--- src/rtl/inst_cache.sv ---
// inst_cache: direct-mapped instruction cache with 4-word lines, refilled
// from instruction memory by an in-order burst; stalls the PC on a miss.
module inst_cache #(
    parameter int bit_size   = 18,
    parameter int data_size  = 32,
    parameter int index_bits = 4
) (
    input  logic                 clk,
    input  logic                 rst,
    input  logic                 req,
    input  logic [bit_size-1:0]  addr,
    input  logic                 flush,
    output logic [data_size-1:0] inst,
    output logic                 inst_valid,
    output logic                 stall,
    output logic                 mem_read,
    output logic [bit_size-1:0]  mem_addr,
    input  logic                 mem_rvalid,
    input  logic [data_size-1:0] mem_rdata,
    output logic [15:0]          miss_count
);
    localparam int lines    = 1 << index_bits;
    localparam int tag_bits = bit_size - 4 - index_bits;

    typedef enum logic {IDLE, REFILL} state_t;

    state_t                  state, state_n;
    logic [lines-1:0]        valid;
    logic [tag_bits-1:0]     tags [lines];
    logic [data_size-1:0]    data [lines*4];
    logic [bit_size-5:0]     line_q;
    logic [1:0]              cnt;
    logic [index_bits-1:0]   idx, fill_idx;
    logic [tag_bits-1:0]     tag;
    logic [1:0]              wrd;
    logic                    idle, hit, miss, start, fill_done;
    logic                    unused;

    assign unused    = ^addr[1:0];
    assign wrd       = addr[3:2];
    assign idx       = addr[3+index_bits:4];
    assign tag       = addr[bit_size-1:4+index_bits];
    assign fill_idx  = line_q[index_bits-1:0];
    assign idle      = state == IDLE;
    assign hit       = req && valid[idx] && tags[idx] == tag;
    assign miss      = idle && req && !hit;
    // flush wins over a same-cycle miss so no refill is started into a cleared cache
    assign start     = miss && !flush;
    assign fill_done = !idle && mem_rvalid && cnt == 2'd3;

    always_ff @(posedge clk) begin
        if (rst) state <= IDLE;
        else     state <= state_n;
    end

    always_comb begin
        state_n = start ? REFILL : fill_done ? IDLE : state;
    end

    always_comb begin
        inst_valid = idle && hit;
        inst       = inst_valid ? data[{idx, wrd}] : '0;
        stall      = idle ? req && !hit : 1'b1;
        mem_read   = !idle;
        mem_addr   = idle ? '0 : {line_q, 4'b0000};
    end

    always_ff @(posedge clk) begin
        if (rst) begin
            valid      <= '0;
            cnt        <= '0;
            miss_count <= '0;
        end else if (idle) begin
            if (flush) valid <= '0;
            else if (miss) begin
                cnt <= '0;
                if (miss_count != 16'hffff) miss_count <= miss_count + 16'd1;
            end
        end else if (mem_rvalid) begin
            cnt <= cnt + 2'd1;
            if (cnt == 2'd3) valid[fill_idx] <= 1'b1;
        end
    end

    always_ff @(posedge clk) begin
        if (start) line_q <= addr[bit_size-1:4];
        if (!idle && mem_rvalid) data[{fill_idx, cnt}] <= mem_rdata;
        if (fill_done) tags[fill_idx] <= line_q[bit_size-5:index_bits];
    end
endmodule

--- config.mk ---
export PLATFORM = sky130hd
export DESIGN_NAME = inst_cache
export DESIGN_NICKNAME = d
export VERILOG_FILES = /design/src/rtl/inst_cache.sv
export SDC_FILE = /design/constraint.sdc
export NUM_CORES = 2
export LEC_CHECK = 0
export ABC_AREA = 1
export ABC_CLOCK_PERIOD_IN_PS = 6200
export CAP_MARGIN = 20
export CORE_MARGIN = 4
export CORE_UTILIZATION = 48
export DETAILED_ROUTE_END_ITERATION = 7
export SYNTH_ARGS = -nofsm -noshare
export SYNTH_HDL_FRONTEND = slang
export SYNTH_SLANG_ARGS = --single-unit
--- constraint.sdc ---
create_clock -name clk -period 6.2 [get_ports clk]
set_clock_uncertainty 0.2 [all_clocks]
set_input_delay 1.24 -clock clk [delete_from_list [all_inputs] [get_ports clk]]
set_output_delay 1.24 -clock clk [all_outputs]
set_load 0.1 [all_outputs]
==> impl_metrics.csv <==
group,metric,value,unit
run_status,status,"finished, final reports clean",
cts,clock_latency,0.84,ns
cts,clk_pin_slew,0.06,ns
drt,drc_errors,0,
place,hpwl,135000,um
logic_synthesis,syn_inst,6813,
floorplan,die_h,440,um
grt,grt_pass1_wl,364000,um
setup_path,crit_arrival,4.41,ns
cts,hold_buffers,0,
grt,grtUsageMet2,41.8,%
floorplan,initial_utilization,48.3,%
logic_synthesis,syn_area,0.0897,mm2
power_and_ir_drop,clock_power_share,41.6,%
power_and_ir_drop,p_int,24.9,mW
setup_path,max_stage_delay,0.48,ns
cells_and_area,fin_nets,6965,
setup_path,cp_cell_sequence,"buf_8 -> inv_8 -> buf_4 -> a21oi_1 -> a32o_1 -> o211ai_1 -> o31ai_1 -> o211ai_1 -> nand2_1 -> nor2_1 -> buf_4 -> buf_12",
min_path,hold_class,"reg2reg",
floorplan,fp.dieW,440,um
cts,cts_root_buffer,"clkbuf_16",
drt,wire_per_inst,25.8,um
power_and_ir_drop,power_density,312,mW/mm2
grt,grt_max_degree,173,
drt,drt_wl_total,247000,um
drt,viasPerCell,6.00,
grt,grt_util_met1,34.0,%
logic_synthesis,ys_seq_area_share,75.2,%
timing,finalHoldViolCount,0,
place,port_buffers,117,
floorplan,ios,124,
power_and_ir_drop,p_seq_share,52.5,%
grt,grt-ovfl-total,0,
timing,tns,0,ns
cts,clockBufferDepth,3,
drt,drt_iter0_drc,5807,
logic_synthesis,synth_area_per_cell,13.2,um2
floorplan,fp-row-count,158,
cells_and_area,final-seq-area,0.0674,mm2
setup_path,crit_slowest_cell,"o211ai_1",
grt,busiest_layer,"met2",
timing,min_period,5.85,ns
cts,ctsResizeCount,0,
grt,antenna_found_initial,18,
logic_synthesis,ys_warn_count,0,
power_and_ir_drop,switching_power,7.07,mW
logic_synthesis,synth_seq_cells,2257,
timing,finalSetupViolations,0,
timing,finalCritPeriodShare,94.4,%
floorplan,dieArea,0.194,mm2
grt,use_met3,4.12,%
floorplan,core_area,0.186,mm2
logic_synthesis,ys_types,43,
cells_and_area,multi_input_area,0.0201,mm2
timing,rsz0062_at_grt,"false",
drt,vias,57500,
cells_and_area,syn2layout_area_growth,14.3,%
cts,cts.sinks,2257,
power_and_ir_drop,ir_drop,0.275,mV
cts,cts_tree,"built",
timing,fmax,0.171,GHz
drt,antenna_left,0,
cells_and_area,drive_gt1_share,10.0,%
power_and_ir_drop,p_leak,33.6,nW
grt,grt_usage,25.2,%
place,gp_congestion,0.803,
power_and_ir_drop,sw_frac_of_total,22.1,%
timing,timing.hold.ws,0.258,ns
timing,drv_slew,0,
run,cap_violations,0,
timing,max-slew-margin-rel,26.7,%
setup_path,crit_required,4.76,ns
setup_path,critPathKind,"in2out",
grt,grt_pass1_vias,55800,
cts,post_cts_buffers,0,
setup_path,endpoint_kind,"output pin",
timing,worst_slew_pin_slew,1.10,ns
cts,h-tree-depth,4,
cells_and_area,fillers,14900,
drt,drt_pass1_iterations,6,
power_and_ir_drop,combPwrFrac,5.9,%
setup_path,start_kind,"input port",
cts,cts_made_buffers,228,
setup_path,critical_path_peak_fanout,59,
placed cells by master, fill, tap and decap left out, types with 8 or more instances in the layout:
cell	instances
a21oi_1	434
a221o_1	14
a221oi_1	116
a32o_1	129
buf_12	95
buf_2	33
buf_4	188
bufinv_16	19
clkbuf_1	51
clkbuf_16	234
clkdlybuf4s50_1	45
clkinv_1	66
clkinv_2	46
dfxtp_1	35
edfxtp_1	2222
inv_1	137
nand2_1	1181
nand3_1	220
nand4_1	28
nor2_1	617
nor2_4	56
nor3_1	19
nor4_2	8
o211ai_1	128
o21ai_0	635
o221ai_1	162
o22ai_1	93
o311ai_0	8
o31ai_1	9
power by group through the flow:
stage | Clock [mW] | Sequential (mW) | Combinational, mW
after floorplan | 0 | 17.1 | 1.01
after global placement | 0 | 17.1 | 1.81
after detailed placement | 0 | 17.1 | 1.85
after CTS | 13.5 | 16.8 | 1.85
after global routing | 14.2 | 16.8 | 2.04
final | 13.3 | 16.8 | 1.89
through the flow:
step	std cells	util (%)	worst slack (ns)	area [um2]	total power, mW
3_5_place_dp	9141	51.1	0.430	94900	19.0
4_1_cts	9562	55.0	0.406	102000	32.2
3_3_place_gp	9138	51.1	0.431	94900	18.9
5_1_grt	9580	55.2	0.255	103000	33.0
2_1_floorplan	6816	-	0.679	89700	18.1
6_report	9582	55.2	0.346	103000	32.0
state kept, by name, indices dropped and copies added (netlist names):
| name | count |
|---|---|
| tags | 160 |
| line_q | 14 |
| valid | 16 |
| data | 2048 |
| cnt | 2 |
| miss_count | 16 |
| mem_read | 1 |
area by class of cell:
class | instances | share of cell area (%)
well taps | 2480 | 3.03
multi-input cells | 3902 | 19.6
diodes | 3 | 0.00732
clock inverters | 136 | 1.13
clock buffers | 285 | 5.90
repair buffers | 369 | 4.00
flip-flops and latches | 2257 | 65.8
inverters | 150 | 0.583
critical path, delay by kind of cell:
family / cells / cell delay, ns
AOI/OAI and AO/OA: 5 / 1.19
buffers and inverters: 5 / 1.32
and+or+nand+nor: 2 / 0.53
layer usage:
metal | wire, um | vias up
met4 | 8440 | 2
met3 | 18500 | 469
met1 | 99700 | 29000
li1 | - | 25700
met5 | 13 | -
met2 | 120000 | 2334
path summary, 6_finish.rpt:
| kind | startpoint | to | slack (ns) | depth (start not counted) |
|---|---|---|---|---|
| hold reg to reg | valid[14] | valid[14] | 0.26 | 2 |
| setup reg to reg | line_q[1] | data[14][31] | 2.15 | 5 |
| hold / removal | valid[14] | valid[14] | 0.26 | 2 |
| setup / recovery | addr[3] | inst[18] | 0.35 | 12 |
logic make-up after synthesis:
family	synth area share, %
compound gates	12.2
simple gates	9.45
fa+ha+maj	0.0279
other cells	0.00418
xor+xnor	0.137
buf+inv	2.94
flops	75.2
synthesized netlist by cell type (all sizes together):
| cell type | number | area (um2) |
|---|---|---|
| o22ai | 93 | 582 |
| o31ai | 9 | 67.6 |
| clkinv | 7 | 26.3 |
| o211ai | 128 | 961 |
| or2 | 3 | 18.8 |
| nand2 | 1182 | 4440 |
| a21boi | 1 | 7.51 |
| a31oi | 5 | 31.3 |
| o41ai | 1 | 8.76 |
| inv | 143 | 539 |
| conb | 1 | 3.75 |
| edfxtp | 2222 | 66700 |
| a21oi | 434 | 2170 |
| dfxtp | 35 | 701 |
| o311ai | 8 | 70.1 |
| nor3 | 20 | 100 |
| ha | 2 | 25.0 |
| xnor2 | 7 | 61.3 |
| nor2 | 675 | 2540 |
| buf | 156 | 756 |
| nor4 | 9 | 56.3 |
| clkbuf | 351 | 1320 |
| a32o | 129 | 1290 |
| o221ai | 162 | 1420 |
| o21ai | 641 | 3210 |
| nand3b | 2 | 15.0 |
| a221oi | 116 | 1020 |
| nand4 | 28 | 175 |
| a221o | 14 | 140 |
| xor2 | 7 | 61.3 |
| nand3 | 222 | 1130 |
No activity file was read; power rests on OpenSTA's default activity.
